==> config.mk <==
export PLATFORM = sky130hd
export DESIGN_NAME = if_fetch_stage
export DESIGN_NICKNAME = d
export VERILOG_FILES = /design/src/rtl/mips_pkg.sv /design/src/rtl/if_id_reg.sv /design/src/rtl/if_fetch_stage.sv
export SDC_FILE = /design/constraint.sdc
export NUM_CORES = 1
export LEC_CHECK = 0
export ABC_AREA = 1
export BUFFER_PORTS_ARGS = -buffer_cell sky130_fd_sc_hd__buf_2
export CAP_MARGIN = 20
export CORE_MARGIN = 5
export CORE_UTILIZATION = 45
export CTS_BUF_LIST = sky130_fd_sc_hd__clkbuf_4
export DETAILED_ROUTE_END_ITERATION = 12
export PLACE_DENSITY = 0.8
export SLEW_MARGIN = 5
export SYNTH_ARGS = -nofsm -noshare
export SYNTH_HDL_FRONTEND = slang
export SYNTH_SLANG_ARGS = --single-unit
==> constraint.sdc <==
create_clock -name clk -period 3.88 [get_ports clk]
set_input_delay 0.582 -clock clk [delete_from_list [all_inputs] [get_ports clk]]
set_output_delay 0.582 -clock clk [all_outputs]
set_load 0.005 [all_outputs]
==> src/rtl/mips_pkg.sv <==
// Shared constants and types for the MIPS pipeline stages.
// Holds the reset PC, the bubble encoding and the fetch-stage state/action enums.
package mips_pkg;

    localparam logic [31:0] RESET_PC  = 32'h0040_0000;
    localparam logic [31:0] NOP_INSTR = 32'h0000_0000;

    typedef enum logic {
        BOOT,
        RUN
    } if_state_t;

    typedef enum logic [1:0] {
        ACT_FETCH,
        ACT_STALL,
        ACT_FLUSH
    } if_action_t;

    // Instructions are word aligned; the low two address bits never reach the PC.
    function automatic logic [31:0] word_align(input logic [31:0] addr);
        return {addr[31:2], 2'b00};
    endfunction

endpackage

==> src/rtl/if_id_reg.sv <==
// IF/ID pipeline register with hold and flush controls and asynchronous reset.
// Flush has priority over hold; a flushed register carries a bubble.
import mips_pkg::*;

module if_id_reg #(
    parameter logic [31:0] NOP_INSTR = mips_pkg::NOP_INSTR
) (
    input  logic        clk,
    input  logic        rst,
    input  logic        hold,
    input  logic        flush,
    input  logic [31:0] instr_in,
    input  logic [31:0] pc4_in,
    output logic [31:0] instr_out,
    output logic [31:0] pc4_out,
    output logic        valid_out
);

    logic [31:0] instr_d, instr_q;
    logic [31:0] pc4_d, pc4_q;
    logic        valid_d, valid_q;

    always_comb begin
        instr_d = instr_in;
        pc4_d   = pc4_in;
        valid_d = 1'b1;
        if (flush) begin
            instr_d = NOP_INSTR;
            pc4_d   = '0;
            valid_d = 1'b0;
        end else if (hold) begin
            instr_d = instr_q;
            pc4_d   = pc4_q;
            valid_d = valid_q;
        end
    end

    always_ff @(posedge clk or posedge rst) begin
        if (rst) begin
            instr_q <= NOP_INSTR;
            pc4_q   <= '0;
            valid_q <= 1'b0;
        end else begin
            instr_q <= instr_d;
            pc4_q   <= pc4_d;
            valid_q <= valid_d;
        end
    end

    assign instr_out = instr_q;
    assign pc4_out   = pc4_q;
    assign valid_out = valid_q;

endmodule

==> src/rtl/if_fetch_stage.sv <==
// Instruction-fetch stage: PC register, boot FSM and IF/ID register.
// Optional macro IF_PERF_CNT_EN adds fetch/stall/flush event counters.
import mips_pkg::*;

module if_fetch_stage #(
    parameter logic [31:0] RESET_PC  = mips_pkg::RESET_PC,
    parameter logic [31:0] NOP_INSTR = mips_pkg::NOP_INSTR
) (
    input  logic        clk,
    input  logic        reset,
    input  logic        stall,
    input  logic        redirect_valid,
    input  logic [31:0] redirect_pc,
    output logic [31:0] imem_addr,
    input  logic [31:0] imem_instr,
    output logic [31:0] if_id_instr,
    output logic [31:0] if_id_pc4,
    output logic        if_id_valid
`ifdef IF_PERF_CNT_EN
    ,
    output logic [31:0] perf_fetch_cnt,
    output logic [31:0] perf_stall_cnt,
    output logic [31:0] perf_flush_cnt
`endif
);

    logic [31:0] pc_d, pc_q;
    logic [31:0] pc_plus4;
    if_state_t   state_d, state_q;
    if_action_t  action;
    logic        unused_redirect_lsbs;

    assign unused_redirect_lsbs = ^redirect_pc[1:0];
    assign pc_plus4  = pc_q + 32'd4;
    assign imem_addr = pc_q;

    // Redirect outranks stall: whatever a stall would hold is wrong-path.
    always_comb begin
        action = ACT_FETCH;
        if (redirect_valid) begin
            action = ACT_FLUSH;
        end else if (stall) begin
            action = ACT_STALL;
        end
    end

    always_comb begin
        pc_d    = pc_q;
        state_d = state_q;
        case (state_q)
            BOOT:    state_d = RUN;
            RUN:     state_d = RUN;
            default: state_d = RUN;
        endcase
        case (action)
            ACT_FLUSH: pc_d = word_align(redirect_pc);
            ACT_STALL: pc_d = pc_q;
            default:   pc_d = pc_plus4;
        endcase
    end

    always_ff @(posedge clk or posedge reset) begin
        if (reset) begin
            pc_q    <= RESET_PC;
            state_q <= BOOT;
        end else begin
            pc_q    <= pc_d;
            state_q <= state_d;
        end
    end

    if_id_reg #(
        .NOP_INSTR (NOP_INSTR)
    ) u_if_id_reg (
        .clk       (clk),
        .rst       (reset),
        .hold      (action == ACT_STALL),
        .flush     (action == ACT_FLUSH),
        .instr_in  (imem_instr),
        .pc4_in    (pc_plus4),
        .instr_out (if_id_instr),
        .pc4_out   (if_id_pc4),
        .valid_out (if_id_valid)
    );

`ifdef IF_PERF_CNT_EN
    logic [31:0] fetch_cnt_d, fetch_cnt_q;
    logic [31:0] stall_cnt_d, stall_cnt_q;
    logic [31:0] flush_cnt_d, flush_cnt_q;

    always_comb begin
        fetch_cnt_d = fetch_cnt_q;
        stall_cnt_d = stall_cnt_q;
        flush_cnt_d = flush_cnt_q;
        case (action)
            ACT_FLUSH: flush_cnt_d = flush_cnt_q + 32'd1;
            ACT_STALL: stall_cnt_d = stall_cnt_q + 32'd1;
            default:   fetch_cnt_d = fetch_cnt_q + 32'd1;
        endcase
    end

    always_ff @(posedge clk or posedge reset) begin
        if (reset) begin
            fetch_cnt_q <= '0;
            stall_cnt_q <= '0;
            flush_cnt_q <= '0;
        end else begin
            fetch_cnt_q <= fetch_cnt_d;
            stall_cnt_q <= stall_cnt_d;
            flush_cnt_q <= flush_cnt_d;
        end
    end

    assign perf_fetch_cnt = fetch_cnt_q;
    assign perf_stall_cnt = stall_cnt_q;
    assign perf_flush_cnt = flush_cnt_q;
`endif

endmodule

==> results.md, run 1 <==
- All-Layer GR Usage: 0.213
- Fmax achieved: 519 MHz
- Relative slew slack: 0.495
- I/O Buffers: 160
- FILL cells: 913
- Crit path kind: in -> reg
- Metal3 WL: 1160 µm
- Top FF cell, synth: dfrtp_1
- P_leak: 3.08 nW
- Max-capacitance violation count: 0
- Actual slew at the worst max-slew pin: 755 ps
- Internal: 1.53 mW
- Fin nets: 753
- Worst Skew: 6.86 ps
- Sequential Area: 2350 µm²
- Skew-Pair Late Insertion Delay: 440 ps
- Clock slew at reported path FFs: 140 ps
- Critical Path Fanout Max: 33
- Worst setup EP type: flip-flop
- IO Pins: 165
- Switch Pwr: 0.575 mW
- Footprint of the multi-input gates: 1830 µm²
- Total CTS buffers: 9
- CTS tree: yes
- Chip width: 110 µm
- Synth Instances: 529
- Largest cells by area after synthesis: dfrtp_1 (52%), nand2_1 (16%), a22o_1 (6.3%), nand3_1 (4.7%), inv_1 (3.7%)
- Iter 0 DRT Violations: 215
- Wire length on met1: 5220 µm
- Post-CTS setup buffers: 0
- Synth Area in Compound Gates: 0.108
- Largest family of logic cells by synthesized area: simple AND/OR/NAND/NOR gates
- CP required: 4260 ps
- DR pass1 iterations: 4
- Final Hold Viols: 0
- Cts hold-fix bufs: 0
- Seq cells post-synth: 94
- Mux contribution to synthesized area: 0
- CTS H-tree depth: 3
- Routed WL: 12,500 µm
- Initial core utilization: 0.461
- Worst vdd ir: 0.000210 V
- Total core area: 9730 µm²
- Via density: 5.03
- Post-synth EDFFs: 0
- Ant. Diodes: 0
- Pre-CTS WS: 1470 ps
- Pwr dens: 379 nW/µm²
- Height of the die: 110 µm
- Adder-cell share of the synthesized area: 0.00279
- Final period utilization: 0.496
- Combinational power share: 0.152
- Synth Cell Area: 4480 µm²
- Met2 WL: 5950 µm
- Async S/R FF share, synth: 1.00
- Root buffer cell: clkbuf_4
- # resized after CTS: 0
- Status: completed
- Worst hold-check path type: in -> async
- Non-filler cells, final: 822
- Share of layout cells above drive strength 1: 0.315
- Simple-Gate Fraction of Synth Area: 0.294
- Syn_area_per_cell: 8.48 µm²
- Final setup vio count: 0
- Crit start category: input port
- Post-DP HPWL: 9490 µm
- Fin crit period: 1930 ps
- Part of the power in registers: 0.536
- Synth top area share: 0.519
- First-pass GRT wire length: 19,800 µm
- WL/cell: 15.2 µm
- Switching fraction of total power: 0.273
- GP Congestion: 0.882
- Clock Tree Buf Depth: 2
- Sequential share of the synthesized area: 0.525
- RSZ-0062 raised after global routing: no
- Die area: 12,100 µm²
- CTS sink count: 94
- Setup ws final: 1950 ps
- Synth area leader: dfrtp_1
- Final Max Tran Viols: 0
- DRC viols: 0
- Distinct cell type count after synthesis: 28
- Via count of the first global-routing pass: 4,073
- Post-route setup TNS: 0 ps
- Post-synthesis xor/xnor area fraction: 0
- Worst path arrival time: 2310 ps
- Cells after DPL: 806
- Synth warnings: 0
- Area Growth Syn to Fin: 23.9%
- Highest Signal Layer: met4
- GR Overflow Total: 0
- Largest net degree at the start of global routing: 39
- FP Rows: 36
- Routed Antenna Nets: 0
- Clock Power Share: 0.312
- Initial antenna violation count: 0
- Vias: 4,138
-- synthesized netlist by cell type, types with 5 or more instances --
master	count
nand2_1	191
dfrtp_1	93
inv_1	44
nand3_1	42
a22o_1	32
nor2_1	29
o21ai_0	12
buf_2	11
nor2_2	9
buf_4	7
nand3_2	7
nor2_4	7
o21ai_1	7
o21bai_1	7
a21oi_1	5
nand2_2	5
-- routing by layer --
layer	global-route usage	vias to the layer above
met2	0.343	163
met1	0.275	1962
met3	0.0617	15
met4	0.0739	0
li1	-	1998
met5	0	-
-- area by class of cell --
class / count / share of cell area
timing repair buffer: 165 / 0.151
clock inverter: 5 / 0.0178
tap: 133 / 0.0300
clock buffer: 11 / 0.0149
inverter: 48 / 0.0327
sequential: 94 / 0.424
multi-input combinational: 366 / 0.330
-- power groups by stage --
stage,sequential [mW],combinational [mW],clock (mW)
CTS,1.13,0.327,0.670
finish,1.13,0.320,0.656
detailed placement,1.14,0.327,0
global route,1.14,0.365,0.715
floorplan,1.14,0.169,0
global placement,1.14,0.316,0
-- worst paths after layout --
path | start | end | slack, ps | cells after the start
max reg2reg | imem_addr[3] | u_if_id_reg.pc4_out[20] | 2220 | 9
min reg2reg | u_if_id_reg.pc4_out[2] | u_if_id_reg.pc4_out[2] | 480 | 2
min in group clk | redirect_pc[12] | imem_addr[12] | 350 | 3
max in group asynchronous | reset | imem_addr[25] | 2970 | 3
max | redirect_valid | u_if_id_reg.instr_out[31] | 1950 | 4
min | reset | u_if_id_reg.instr_out[20] | 90 | 2
-- kinds of logic after synthesis --
logic type,count (synthesis)
compound gates,67
fa+ha+maj,1
buf+inv,70
flops,94
other cells,1
simple gates,296
-- flip-flops by register name, summed over array words and instances (netlist names) --
signal	flops
u_if_id_reg.instr_out	32
u_if_id_reg.pc4_out	31
imem_addr	30
u_if_id_reg.valid_out	1
-- per-stage QoR --
stage	total power [mW]	hold WS, ps	utilization	cell area (µm²)
global route	2.22	94.5	0.571	5560
detailed placement	1.47	457	0.552	5370
CTS	2.12	85.6	0.571	5560
finish	2.10	90.7	0.571	5560
floorplan	1.31	465	-	4490
global placement	1.46	450	0.552	5370
-- critical path: stages --
cell and delay [ps]:
buf_2 340, nor2_4 710, buf_4 440, a22o_1 210
-- cells in the final DEF (no fill, tap or decap), types with 2 or more instances in the layout --
cell type,n
nand2_1,191
conb_1,2
nand3_2,7
nor2_4,9
o211ai_1,3
inv_2,4
clkbuf_4,11
nor2_1,29
dfrtp_1,93
clkinv_2,2
o21ai_1,7
nand2_2,5
nand2_4,2
bufinv_16,3
a22o_1,32
buf_2,160
nor2_2,7
buf_4,5
nand3_1,42
nand4_1,2
a21oi_1,5
o21ai_0,12
o21bai_1,7
inv_1,43
Note: power is estimated with default switching activity, not from simulation.
==> run 2, diff against run 1 <==
- ABC_AREA: 1 -> 0
- PLACE_DENSITY: 0.8 -> 0.82
- clock period: 3.88 -> 1.76 ns (I/O delays scaled with it)
==> run 2 against run 1 <==
  * Largest power group unchanged
  * Utilization grew 6.7 points
  * Count of clock-buffer cells in the layout down 1
  * Global-route usage fell by 0.22 points
  * Cell count rose by 3.8%
  * Worst hold slack worse by 70 ps
  * Area after synthesis is 6.8% higher
  * Die area up 6.2%
  * Clock skew grew 6.7 ps
  * The run now ends with negative setup slack left
  * Critical path type is now reg -> reg
  * Power is 130% higher
  * Combinational power rose to 3.3 times the previous value
  * Clock power up 86%
==> results.md, run 2 <==
- All-Layer GR Usage: 0.211
- Hold Path Sink: imem_addr[12]
- Worst Skew: 13.5 ps
- Worst path arrival time: 2290 ps
- Clock slew at reported path FFs: 160 ps
- Status: finished, violations left
- IO Pins: 165
- Combinational power share: 0.226
- Final Max Tran Viols: 0
- Clock Power Share: 0.257
- Routed Antenna Nets: 0
- Synth Cell Area: 4790 µm²
- Final period utilization: 1.10
- DRC viols: 0
- Vias: 4,524
- Post-route setup TNS: -697 ps
- P_leak: 3.28 nW
- Chip width: 113 µm
- Worst vdd ir: 0.000506 V
- First-pass GRT wire length: 22,000 µm
- Seq cells post-synth: 94
- Largest net degree at the start of global routing: 95
- Async S/R FF share, synth: 1.00
- Final instance area: 6620 µm²
- Crit start category: flip-flop
- Most frequent cells in the layout: buf_2 (158), dfrtp_1 (90), nor2_1 (68), buf_4 (63), nand2_1 (51)
- Root buffer cell: clkbuf_4
- Fin nets: 781
- Clock Tree Buf Depth: 2
- Crit path kind: reg -> reg
- Design Power: 4.74 mW
- Violated checks: negative setup slack
- Skew-Pair Late Insertion Delay: 450 ps
- Post-synth EDFFs: 0
- Max-capacitance violation count: 0
- Final Hold Viols: 0
- Critical Path Fanout Max: 5
- R2R depth: 5
- Internal: 3.29 mW
- Synth area leader: dfrtp_1
- Largest cells by area after synthesis: dfrtp_1 (49%), mux2i_1 (7.3%), nor2_1 (5.6%), xor2_1 (4.8%), xnor2_1 (4.6%)
- Most frequent cell after synthesis: dfrtp_1
- Fmax achieved: 518 MHz
- Fin crit period: 1930 ps
- Pwr dens: 716 nW/µm²
- Total core area: 10,400 µm²
- Register-to-register setup slack: -170 ps
- Initial antenna violation count: 0
- Max reg flops: 32
- Synth Instances: 495
- Cell area after placement: 6090 µm²
- Worst hold-check path type: in -> reg
- GP Congestion: 0.842
- Worst Hold Launch: redirect_pc[12]
- Reg2reg start: imem_addr[3]
- Switching fraction of total power: 0.306
- Worst setup EP type: flip-flop
- Switch Pwr: 1.45 mW
- Total CTS buffers: 9
- Post-DP HPWL: 9750 µm
- Ant. Diodes: 0
- RSZ-0062 raised after global routing: yes
- Via density: 5.30
- Most common cell after layout, fill and taps aside: buf_2
- CTS tree: yes
- Distinct cell type count after synthesis: 43
- Final setup vio count: 14
- Iter 0 DRT Violations: 283
- Relative slew slack: 0.562
- Syn_area_per_cell: 9.68 µm²
- Actual slew at the worst max-slew pin: 656 ps
- FILL cells: 847
- CP required: 2120 ps
- Initial core utilization: 0.462
- Share of layout cells above drive strength 1: 0.409
- I/O Buffers: 160
- GR Overflow Total: 0
- Layout Utilization: 0.638
- WL/cell: 16.6 µm
- Top FF cell, synth: dfrtp_1
- Setup ws final: -171 ps
- DR pass1 iterations: 5
- Area Growth Syn to Fin: 38.1%
- Die area: 12,800 µm²
- Synth warnings: 0
- CTS sink count: 94
- Height of the die: 113 µm
- Routed WL: 14,100 µm
- Sequential share of the synthesized area: 0.491
- Synth top area share: 0.486
- Via count of the first global-routing pass: 4,453
- FP Rows: 37
- Synth top cells by count: dfrtp_1 (93), nor2_1 (71), nand2_1 (53)
- Part of the power in registers: 0.518
- CTS H-tree depth: 3
- RR Endpoint: u_if_id_reg.pc4_out[16]
- Cells on Worst Hold Path: 3
## run 2: cell types whose count changed after synthesis, moves of 16 or more
cell,change
nand2_1,-138
nor2_1,+42
inv_1,-38
mux2i_1,+35
a22o_1,-32
nand3_1,-28
xor2_1,+26
xnor2_1,+25
clkbuf_1,+22
nand4_1,+17
o21ai_0,+16
## run 2: critical path: stages, from the launching register on
cell,delay [ps]
dfrtp_2,430
ha_4,160
nand3_4,120
or4_4,530
or3_1,350
a311oi_2,250
## run 2: power by group through the flow
stage                     clock (mW)  combinational [mW]  sequential [mW]
after detailed placement           0               0.978             2.48
final                           1.22                1.07             2.45
after global routing            1.35                1.18             2.48
after floorplan                    0               0.483             2.50
after global placement             0               0.947             2.47
after CTS                       1.24                1.01             2.45
## run 2: cells by family (layout without fill, tap and decap cells)
| group | after synthesis | in the layout | share of synthesized area |
|---|---|---|---|
| other | 1 | 2 | 0.000783 |
| buffers and inverters | 49 | 270 | 0.0441 |
| multiplexers | 37 | 37 | 0.0778 |
| adder cells (fa/ha/maj) | 1 | 1 | 0.00261 |
| AO/OA/AOI/OAI | 62 | 62 | 0.0758 |
| AND/OR/NAND/NOR | 200 | 200 | 0.214 |
| XOR/XNOR | 51 | 51 | 0.0933 |
| flip-flops | 94 | 94 | 0.491 |
## run 2: metrics by stage
step	hold slack (ps)	std cells	setup WS (ps)
4_1_cts	1.03	836	-119
6_report	20.5	853	-171
2_1_floorplan	364	496	-95.1
5_1_grt	0.198	853	-222
3_5_place_dp	454	810	-108
3_3_place_gp	442	810	-96.4
## run 2: layout make-up
| type | instances | area (µm²) | share of cell area |
|---|---|---|---|
| inverter | 7 | 30.0 | 0.00454 |
| tap | 136 | 170 | 0.0257 |
| clock buffer | 10 | 75.1 | 0.0113 |
| clock inverter | 6 | 61.3 | 0.00927 |
| timing repair buffer | 247 | 1560 | 0.235 |
| sequential | 94 | 2360 | 0.356 |
| multi-input combinational | 353 | 2360 | 0.357 |
## run 2: timing repair
item / 4_1_cts / 5_1_grt
setup buffers: 4 / 9
hold endpoints to repair: 98 / 7
hold buffers: 6 / 7
setup endpoints to repair: 19 / 38
gates cloned: 0 / 1
gates resized for setup: 9 / 31
pin swaps: 6 / 14
## run 2: layer usage
metal / GRT usage / vias up / part of all wire
li1: - / 2114 / -
met1: 0.268 / 2185 / 0.40
met2: 0.348 / 207 / 0.49
met3: 0.0663 / 18 / 0.089
met4: 0.0593 / 0 / 0.016
met5: 0 / - / 0
## run 2: worst max path at each step
| stage | from | to | cells past startpoint | slack (ps) |
|---|---|---|---|---|
| after floorplan | imem_addr[2] | u_if_id_reg.pc4_out[16] | 5 | -100 |
| after global placement | imem_addr[3] | imem_addr[30] | 6 | -100 |
| after detailed placement | imem_addr[3] | imem_addr[30] | 6 | -110 |
| after CTS | imem_addr[3] | u_if_id_reg.pc4_out[16] | 5 | -120 |
| after global routing | imem_addr[3] | u_if_id_reg.pc4_out[16] | 5 | -220 |
| final | imem_addr[3] | u_if_id_reg.pc4_out[16] | 5 | -170 |
==> run 3, diff against run 2 <==
- CORE_UTILIZATION: 45 -> 47
- PLACE_DENSITY: 0.82 -> 0.85
==> run 3 against run 2 <==
  * Non-clock buffer count shrank 8
  * Worst setup slack gained 55 ps
  * Routed wire length shrank 0.84%
  * The run still ends with negative setup slack left
  * Via count shrank 1.1%
  * Critical path depth is the same
  * Sequential share of layout area shrank 0.11 points
  * Largest cell class unchanged
==> results.md, run 3 (synthesized netlist as in run 2, its figures left out) <==
- Status: finished, violations left
- Violated checks: negative setup slack
- Buf+Inv Stages, Crit Path: 0
- Max reg flops: 32
- Clock Tree Buf Depth: 2
- DR pass1 iterations: 5
- Share of layout cells above drive strength 1: 0.408
- Root buffer cell: clkbuf_4
- Worst path arrival time: 2240 ps
- Iter 0 DRT Violations: 248
- Worst vdd ir: 0.000510 V
- CP Depth: 5
- I/O Buffers: 160
- Worst setup EP type: flip-flop
- GR Overflow Total: 0
- Final Max Tran Viols: 0
- Initial core utilization: 0.486
- Worst hold slack: 26.8 ps
- Slowest cell delay on critical path: 540 ps
- Most frequent cells in the layout: buf_2 (158), dfrtp_1 (90), nor2_1 (70), buf_4 (60), nand2_1 (52)
- Cell area after placement: 6070 µm²
- FP Rows: 36
- Pwr dens: 727 nW/µm²
- Final period utilization: 1.07
- Setup ws final: -116 ps
- Fin nets: 773
- Design Power: 4.82 mW
- Worst path cell trace: ha_4 -> nand3_4 -> or4_4 -> or3_4 -> a311oi_2
- Die area: 12,300 µm²
- Relative slew slack: 0.576
- CP endpoint: u_if_id_reg.pc4_out[16]
- Slowest-stage cell, CP: or4_4
- Top Family by Delay on Critical Path: simple AND/OR/NAND/NOR gates
- Actual slew at the worst max-slew pin: 636 ps
- Final instance area: 6640 µm²
- RR Endpoint: u_if_id_reg.pc4_out[16]
- Chip width: 111 µm
- CP required: 2130 ps
- CTS H-tree depth: 3
- Ant. Diodes: 0
- Clock slew at reported path FFs: 150 ps
- WL/cell: 16.7 µm
- R2R depth: 5
- CTS tree: yes
- Crit start category: flip-flop
- Total core area: 9860 µm²
- Post-route setup TNS: -532 ps
- CP Launch Point: imem_addr[3]
- Layout Utilization: 0.673
- GP Congestion: 0.854
- Critical Path Fanout Max: 5
- Via count of the first global-routing pass: 4,690
- Crit path kind: reg -> reg
- Final Hold Viols: 0
- Final setup vio count: 10
- Register-to-register setup slack: -120 ps
- Non-filler cells, final: 842
- DRC viols: 0
- Most common cell after layout, fill and taps aside: buf_2
- Worst hold-check path type: in -> reg
- Max-capacitance violation count: 0
- Skew-Pair Late Insertion Delay: 450 ps
- Routed Antenna Nets: 0
- Initial antenna violation count: 0
- Height of the die: 111 µm
- Largest net degree at the start of global routing: 49
- Via density: 5.31
- Vias: 4,473
- All-Layer GR Usage: 0.228
- Worst Skew: 14.8 ps
- Area Growth Syn to Fin: 38.5%
- Pre-CTS WS: -120 ps
- RSZ-0062 raised after global routing: yes
- IO Pins: 165
- First-pass GRT wire length: 23,000 µm
- Total CTS buffers: 9
- Routed WL: 14,000 µm
- P_leak: 3.29 nW
- Post-DP HPWL: 10,100 µm
- Fmax achieved: 533 MHz
- Reg2reg start: imem_addr[3]
- Fin crit period: 1880 ps
- CTS sink count: 94
- Cells after DPL: 803
run 3: power breakdown:
part / switching (mW) / leakage (nW) / internal [mW]
Combinational: 0.555 / 2.00 / 0.507
Sequential: 0.130 / 1.21 / 2.32
Clock: 0.743 / 0.0810 / 0.567
run 3: tightest hold or removal path, cell delays in order:
cell	delay (ps)
buf_2	80
nand2_1	40
o21ai_0	70
run 3: worst min-delay path by stage:
stage	from	endpoint	slack (ps)	cells after the start
2_1_floorplan	redirect_pc[22]	imem_addr[22]	360	2
3_3_place_gp	redirect_pc[10]	imem_addr[10]	470	3
3_5_place_dp	redirect_pc[31]	imem_addr[31]	480	3
4_1_cts	redirect_pc[3]	imem_addr[3]	2	3
5_1_grt	redirect_pc[3]	imem_addr[3]	10	3
6_report	redirect_pc[3]	imem_addr[3]	30	3
run 3: what timing repair did:
action                                  in CTS  in global routing
hold buffers                                11                  0
buffers inserted                             3                  9
pin swaps                                    9                 15
endpoints found under the setup margin      20                 33
hold endpoints to repair                    97                  0
resized for setup                           12                 38
run 3: layout make-up:
| type | count | area, µm² |
|---|---|---|
| fill | 747 | 3230 |
| sequential | 94 | 2360 |
| clock inverter | 7 | 88.8 |
| inverter | 7 | 33.8 |
| multi-input combinational | 353 | 2430 |
| tap | 133 | 166 |
| timing repair buffer | 239 | 1490 |
| clock buffer | 9 | 67.6 |
run 3: layer usage:
layer,vias to the layer above,track usage,share of wire
li1,2092,-,-
met1,2166,0.276,0.41
met2,188,0.383,0.49
met3,27,0.0584,0.079
met4,0,0.102,0.024
met5,-,0,0
